`src/rtl/conv_layer_tile_sched.sv`:
```
// conv_layer_tile_sched
// Layer-level tile scheduler for the convolution accelerator. Walks every
// (n, m, row, col) tile of one layer (m innermost, then col, row, n), issues
// each tile to the tile datapath with a tile_start/tile_done handshake and
// inserts GAP_CYCLES idle cycles between a tile_done and the next tile_start.
//
// Ports:
//   clk, rst                   clock, synchronous active-high reset
//   layer_start / layer_abort  start pulse (IDLE only) / abandon layer
//   layer_busy                 high from acceptance until done/abort
//   layer_done / layer_aborted one-cycle completion / abort pulses
//   tile_start / tile_done     per-tile handshake with the datapath
//   tile_base_* / tile_len_*   tile origin and clipped extent per dimension
//   tile_first_m / tile_last_m first / final input-channel slice flags
//   tile_index                 0-based ordinal of the current tile
//   layer_cycles               busy-cycle counter (only with CONV_SCHED_PERF_CNT_EN)
//
// Optional feature macro: CONV_SCHED_PERF_CNT_EN
module conv_layer_tile_sched #(
    parameter int AW         = 32,
    parameter int N          = 32,
    parameter int M          = 32,
    parameter int R          = 64,
    parameter int C          = 32,
    parameter int Tn         = 16,
    parameter int Tm         = 16,
    parameter int Tr         = 64,
    parameter int Tc         = 16,
    parameter int GAP_CYCLES = 4
) (
    input  logic          clk,
    input  logic          rst,
    input  logic          layer_start,
    input  logic          layer_abort,
    output logic          layer_busy,
    output logic          layer_done,
    output logic          layer_aborted,
    output logic          tile_start,
    input  logic          tile_done,
    output logic [AW-1:0] tile_base_n,
    output logic [AW-1:0] tile_base_m,
    output logic [AW-1:0] tile_base_row,
    output logic [AW-1:0] tile_base_col,
    output logic [AW-1:0] tile_len_n,
    output logic [AW-1:0] tile_len_m,
    output logic [AW-1:0] tile_len_row,
    output logic [AW-1:0] tile_len_col,
    output logic          tile_first_m,
    output logic          tile_last_m,
    output logic [AW-1:0] tile_index
`ifdef CONV_SCHED_PERF_CNT_EN
    ,
    output logic [AW-1:0] layer_cycles
`endif
);

    localparam logic [AW-1:0] DIM_N  = AW'(N);
    localparam logic [AW-1:0] DIM_M  = AW'(M);
    localparam logic [AW-1:0] DIM_R  = AW'(R);
    localparam logic [AW-1:0] DIM_C  = AW'(C);
    localparam logic [AW-1:0] TILE_N = AW'(Tn);
    localparam logic [AW-1:0] TILE_M = AW'(Tm);
    localparam logic [AW-1:0] TILE_R = AW'(Tr);
    localparam logic [AW-1:0] TILE_C = AW'(Tc);
    localparam logic [31:0]   GAP_LAST = 32'(GAP_CYCLES - 1);
    localparam logic [AW-1:0] ZERO_AW  = {AW{1'b0}};

    typedef enum logic [2:0] {
        ST_IDLE   = 3'd0,
        ST_ISSUE  = 3'd1,
        ST_WAIT   = 3'd2,
        ST_GAP    = 3'd3,
        ST_FINISH = 3'd4
    } state_t;

    state_t        state_r;
    state_t        next_state_s;
    logic [31:0]   gap_cnt_r;
    logic          accept_s;
    logic          abort_s;
    logic          advance_s;
    logic          load_s;
    logic          wrap_n_s, wrap_m_s, wrap_row_s, wrap_col_s;
    logic          last_tile_s;
    logic [AW-1:0] sel_n_s, sel_m_s, sel_row_s, sel_col_s;

    // Extent of a tile clipped to the remaining part of its dimension; base < dim always.
    function automatic logic [AW-1:0] clip_len(input logic [AW-1:0] tile,
                                               input logic [AW-1:0] dim,
                                               input logic [AW-1:0] base);
        logic [AW-1:0] rem;
        rem = dim - base;
        return (rem < tile) ? rem : tile;
    endfunction

    assign wrap_n_s    = (tile_base_n   + TILE_N) >= DIM_N;
    assign wrap_m_s    = (tile_base_m   + TILE_M) >= DIM_M;
    assign wrap_row_s  = (tile_base_row + TILE_R) >= DIM_R;
    assign wrap_col_s  = (tile_base_col + TILE_C) >= DIM_C;
    // Every loop sitting on its final position means the issued tile is the last one.
    assign last_tile_s = wrap_n_s & wrap_m_s & wrap_row_s & wrap_col_s;

    assign accept_s  = (state_r == ST_IDLE) & layer_start;
    assign abort_s   = (state_r != ST_IDLE) & layer_abort;
    assign advance_s = (state_r == ST_WAIT) & (next_state_s == ST_GAP);
    assign load_s    = accept_s | advance_s;

    // Next-state logic; abort overrides everything, including a coincident tile_done.
    always_comb begin
        next_state_s = state_r;
        if (abort_s) begin
            next_state_s = ST_IDLE;
        end else begin
            case (state_r)
                ST_IDLE:   next_state_s = layer_start ? ST_ISSUE : ST_IDLE;
                ST_ISSUE:  next_state_s = ST_WAIT;
                ST_WAIT: begin
                    if (tile_done) begin
                        next_state_s = last_tile_s ? ST_FINISH : ST_GAP;
                    end else begin
                        next_state_s = ST_WAIT;
                    end
                end
                ST_GAP:    next_state_s = (gap_cnt_r == GAP_LAST) ? ST_ISSUE : ST_GAP;
                ST_FINISH: next_state_s = ST_IDLE;
                default:   next_state_s = ST_IDLE;
            endcase
        end
    end

    // Next tile origin: m steps first and carries into col, col into row, row into n.
    always_comb begin
        sel_n_s   = tile_base_n;
        sel_m_s   = tile_base_m;
        sel_row_s = tile_base_row;
        sel_col_s = tile_base_col;
        if (accept_s) begin
            sel_n_s   = ZERO_AW;
            sel_m_s   = ZERO_AW;
            sel_row_s = ZERO_AW;
            sel_col_s = ZERO_AW;
        end else begin
            sel_m_s   = wrap_m_s ? ZERO_AW : tile_base_m + TILE_M;
            sel_col_s = !wrap_m_s ? tile_base_col
                      : (wrap_col_s ? ZERO_AW : tile_base_col + TILE_C);
            sel_row_s = !(wrap_m_s & wrap_col_s) ? tile_base_row
                      : (wrap_row_s ? ZERO_AW : tile_base_row + TILE_R);
            sel_n_s   = !(wrap_m_s & wrap_col_s & wrap_row_s) ? tile_base_n
                      : (wrap_n_s ? ZERO_AW : tile_base_n + TILE_N);
        end
    end

    // State, handshake pulses and tile descriptor registers.
    always_ff @(posedge clk) begin
        if (rst) begin
            state_r       <= ST_IDLE;
            gap_cnt_r     <= 32'd0;
            layer_busy    <= 1'b0;
            layer_done    <= 1'b0;
            layer_aborted <= 1'b0;
            tile_start    <= 1'b0;
            tile_base_n   <= ZERO_AW;
            tile_base_m   <= ZERO_AW;
            tile_base_row <= ZERO_AW;
            tile_base_col <= ZERO_AW;
            tile_len_n    <= ZERO_AW;
            tile_len_m    <= ZERO_AW;
            tile_len_row  <= ZERO_AW;
            tile_len_col  <= ZERO_AW;
            tile_first_m  <= 1'b0;
            tile_last_m   <= 1'b0;
            tile_index    <= ZERO_AW;
        end else begin
            state_r       <= next_state_s;
            // Outputs are decoded from the next state so they line up with the state itself.
            layer_busy    <= (next_state_s != ST_IDLE);
            layer_done    <= (next_state_s == ST_FINISH);
            tile_start    <= (next_state_s == ST_ISSUE);
            layer_aborted <= abort_s;
            gap_cnt_r     <= (state_r == ST_GAP) ? gap_cnt_r + 32'd1 : 32'd0;
            if (load_s) begin
                tile_base_n   <= sel_n_s;
                tile_base_m   <= sel_m_s;
                tile_base_row <= sel_row_s;
                tile_base_col <= sel_col_s;
                tile_len_n    <= clip_len(TILE_N, DIM_N, sel_n_s);
                tile_len_m    <= clip_len(TILE_M, DIM_M, sel_m_s);
                tile_len_row  <= clip_len(TILE_R, DIM_R, sel_row_s);
                tile_len_col  <= clip_len(TILE_C, DIM_C, sel_col_s);
                tile_first_m  <= (sel_m_s == ZERO_AW);
                tile_last_m   <= ((sel_m_s + TILE_M) >= DIM_M);
                tile_index    <= accept_s ? ZERO_AW : tile_index + {{(AW-1){1'b0}}, 1'b1};
            end else begin
                tile_base_n   <= tile_base_n;
                tile_index    <= tile_index;
            end
        end
    end

`ifdef CONV_SCHED_PERF_CNT_EN
    // Busy-cycle counter: cleared on acceptance, saturating, held while idle.
    always_ff @(posedge clk) begin
        if (rst) begin
            layer_cycles <= ZERO_AW;
        end else if (accept_s) begin
            layer_cycles <= ZERO_AW;
        end else if ((state_r != ST_IDLE) && (layer_cycles != {AW{1'b1}})) begin
            layer_cycles <= layer_cycles + {{(AW-1){1'b0}}, 1'b1};
        end else begin
            layer_cycles <= layer_cycles;
        end
    end
`endif

endmodule

```
`config.mk`:
```
export PLATFORM = sky130hd
export DESIGN_NAME = conv_layer_tile_sched
export DESIGN_NICKNAME = d
export VERILOG_FILES = /design/src/rtl/conv_layer_tile_sched.sv
export SDC_FILE = /design/constraint.sdc
export NUM_CORES = 1
export LEC_CHECK = 0
export BUFFER_PORTS_ARGS = -buffer_cell sky130_fd_sc_hd__buf_2
export CAP_MARGIN = 0
export CORE_MARGIN = 2
export CORE_UTILIZATION = 51
export DETAILED_ROUTE_END_ITERATION = 10
export GPL_TIMING_DRIVEN = 0
export PLACE_DENSITY = 0.77
export SLEW_MARGIN = 20
export SYNTH_ARGS = -nofsm -noshare
export SYNTH_HDL_FRONTEND = slang
export SYNTH_SLANG_ARGS = --single-unit
```
`constraint.sdc`:
```
create_clock -name clk -period 7.1 [get_ports clk]
set_input_delay 0.71 -clock clk [delete_from_list [all_inputs] [get_ports clk]]
set_output_delay 0.71 -clock clk [all_outputs]
set_load 0.1 [all_outputs]
```
==> results by group <==
Cells and area
  • Commonest cells after routing, fill and taps aside: dfxtp_1 (305), buf_2 (301), and2_1 (225), nor2_1 (181), nand2_1 (162)
  • Most common cell after layout, fill and taps aside: dfxtp_1
  • Final nets: 2,442
  • Util after Layout: 63.30%
  • P&R area growth vs syn: 21.64%
  • Layout cell share with drive strength beyond 1: around 20%
  • Layout Cells excl Fill: between 2,000 and 3,000

Drt
  • Antenna viol nets, final: 0
  • Initial drt markers: 1,675
  • DR pass1 iterations: 5
  • Routed wire length: 56,470 um
  • Avg WL per Cell: 19.53 um
  • Vias: approximately 18,000
  • Vias/cell: about 6.1
  • DR DRC count: 0

STA
  • Final worst clock skew: 13.02 ps
  • Max-slew headroom: 30.03%
  • Final setup fails: 0
  • Hold_ws: 449.7 ps
  • Setup TNS: 0 ps
  • Fmax: 145.9 MHz
  • Slew Limit Fails: 0
  • Tcrit/Tclk final: approximately 97%
  • Final Hold Viols: 0
  • Final worst slack: 244.3 ps
  • Worst-Margin Slew: 1042 ps
  • Tmin final: 6856 ps

Placed design
  • Setup WS pre-CTS: -961.8 ps
  • Global placement routability congestion: roughly 1.0
  • PortBufs: a little under 300
  • DPL Wire Length: 42,340 um
  • Post-placement cell count: 2,819

Die
  • Core area: 0.03270 mm^2
  • Initial Util: 52.04%
  • Die Span X: approximately 190 um
  • Die height: 186.7 um
  • Die area: 0.03485 mm^2
  • Rows: 66
  • # IOs: 299

Run
  • # Max-Cap Violations: 0

Clock tree
  • Number of CTS-inserted buffers: 36
  • Worst-Skew Late Latency: 530 ps
  • CTS tree: yes
  • Post-CTS Hold Fix Bufs: 0
  • Max clock buf depth: 3
  • Clk root buf: clkbuf_16
  • CTS sink cnt: 329
  • Clock Pin Slew Worst Setup and Hold Paths: 60 ps
  • H-tree depth: 2

Setup path
  • Critical Path Source Type: flip-flop
  • Worst R2R Path Depth: 24
  • WP data arrival: 7280 ps
  • R2R Setup Slk: 240 ps
  • Cell chain of the critical path: clkbuf_4 > nand4_4 > or4_4 > or4_1 > o211ai_1 > or3_1 > buf_4 > a41oi_4 > nand2_1 > ha_2 > nand2b_1 > or3_4 > a2111oi_4 > nand2_2 > or4_1 > or3_4 > or3_1 > o31ai_2 > nand4_1 > nor4b_2 > and3_1 > nand3_1 > a211o_1 > o41ai_1
  • Reg-to-reg critical path startpoint: tile_base_col[15]$_SDFFE_PP0P_
  • Critical Path Max Stage Delay: 570 ps
  • Worst path required time: 7520 ps
  • Crit end category: flip-flop
  • Crit Path Category: reg2reg
  • RR Endpoint: tile_len_n[0]$_SDFFE_PP0P_
  • Worst path slowest cell: or4_4
  • Top Family by Delay on Critical Path: simple AND/OR/NAND/NOR gates
  • WP buf/inv: 2
  • Crit-path max FO: 9

Synthesis
  • Top cell type's share of synthesized area: 38.70%
  • Post-synth EDFFs: 0
  • Mapped Area: 0.01702 mm^2
  • Top_reg_cell synth: dfxtp_1
  • Yosys Warn Count: 0
  • #FFs+latches synth: 329
  • Syn avg cell area: 8.189 um^2
  • Cells after synthesis: 2,078
  • Area contributors post-synth: dfxtp_1 (39%), and2_1 (8.3%), nor2_1 (4.0%), nand2_1 (3.6%), xor2_1 (3.1%)
  • Distinct cell type count after synthesis: 87
  • Leading area contributor after synthesis: dfxtp_1
  • Async SR Flop Fraction: 0%
  • Sequential area share after synthesis: 38.70%

Global route
  • Initial antenna violation count: 2
  • GRT Overall Usage: 30.91%
  • First-pass GRT wire length: between 80,000 and 90,000 um
  • Largest net degree at the start of global routing: 18
  • Vias in the first global route: 16,060
  • GRT overflow: 0

Worst hold path
  • Worst Hold End: tile_len_row[8]$_SDFFE_PP0P_
  • Worst Hold Class: reg2reg
  • Hold depth: 1
  • Startpoint of the most critical hold path: tile_len_row[8]$_SDFFE_PP0P_

Power and ir drop
  • Leak: 8.887 nW
  • Maximum vdd drop: between 0.15 and 0.2 mV
  • Pwr dens: 200.3 mW/mm^2

Outcome
  • Outcome: finished, final reports clean
[cell families after synthesis]
| group | after synthesis | share of synthesized area [%] |
|---|---|---|
| AO/OA/AOI/OAI | 385 | 15.92 |
| other | 2 | 0.04413 |
| flip-flops | 329 | 38.70 |
| XOR/XNOR | 98 | 5.044 |
| adder cells (fa/ha/maj) | 17 | 1.250 |
| multiplexers | 24 | 1.485 |
| AND/OR/NAND/NOR | 1050 | 33.59 |
| buffers and inverters | 173 | 3.963 |
[cell type report]
type                    count  area, um^2
inverters                  36       135.1
clock buffers              53        1119
repair buffers            312        1597
fillers                  2926       12000
well taps                 442       553.0
multi-input cells        1577        9951
diodes                      2       5.005
plain buffers             128       516.7
clock inverters            12       200.2
flip-flops and latches    329        6624
[timing repair]
item / CTS / global route
setup buffers: 2 / 11
pin swaps: 1 / 9
endpoints found under the setup margin: 16 / 16
gates resized for setup: 15 / 31
endpoints found under the hold margin: 0 / 0
[state kept, by name (all words and copies together), names as in the netlist]
signal / cells
tile_last_m: 1
tile_len_n: 32
tile_base_col: 32
layer_aborted: 1
tile_index: 32
tile_start: 1
tile_base_row: 32
layer_busy: 1
gap_cnt_r: 32
tile_len_row: 32
layer_done: 1
tile_base_m: 32
tile_len_m: 32
tile_first_m: 1
state_r: 3
tile_len_col: 32
tile_base_n: 32
[layer usage]
| layer | vias to the layer above | track usage (%) | wire, um |
|---|---|---|---|
| met4 | 0 | 15.23 | 2771 |
| met1 | 8209 | 40.02 | 23260 |
| met3 | 185 | 5.116 | 4607 |
| met2 | 914 | 50.04 | 25840 |
| met5 | - | 0 | 0 |
| li1 | 8198 | - | - |
[stage by stage]
step,total power [mW],area [um^2]
3_3_place_gp,2.132,19100
3_5_place_dp,2.134,19110
6_report,4.146,20700
5_1_grt,4.269,20700
4_1_cts,4.169,20520
2_1_floorplan,2.049,17050
[synth_stat cells, drive strengths merged, types with 9 or more instances]
cell type and instances:
buf 26, or3 38, dfxtp 329, o211ai 14
and4 24, ha 17, nor3b 9, a22o 13
xnor2 38, nand4 62, nand2 163, o31ai 13
a21oi 78, inv 36, nor4 41, o21ai 77
nor2b 14, and3 33, mux2i 14, a2111oi 12
and2 225, a211oi 21, nor3 86, o221ai 9
mux2 10, nand3 87, nand2b 10, or4 25
a21o 9, xor2 60, nor2 181, o2111ai 18
clkbuf 111, a31oi 24, or2 28
[worst max-delay path by stage]
stage,slack (ps),from,cells after the start,to
after CTS,5,tile_base_col[4]$_SDFFE_PP0P_,25,tile_len_n[0]$_SDFFE_PP0P_
after global placement,-970,tile_base_col[5]$_SDFFE_PP0P_,25,tile_len_n[3]$_SDFFE_PP0P_
after detailed placement,-960,tile_base_col[5]$_SDFFE_PP0P_,25,tile_len_n[1]$_SDFFE_PP0P_
after floorplan,20,tile_base_col[13]$_SDFFE_PP0P_,23,tile_len_n[1]$_SDFFE_PP0P_
final,240,tile_base_col[15]$_SDFFE_PP0P_,24,tile_len_n[0]$_SDFFE_PP0P_
after global routing,-20,tile_base_col[4]$_SDFFE_PP0P_,25,tile_len_n[0]$_SDFFE_PP0P_
[power by group]
| group | leakage [nW] | switching, mW | internal (mW) |
|---|---|---|---|
| combinational | 5.57 | 0.203 | 0.0412 |
| sequential | 2.66 | 0.00765 | 1.85 |
| clock | 0.649 | 0.764 | 1.28 |
| total | 8.89 | 0.975 | 3.17 |
Note: power is estimated with default switching activity, not from simulation.
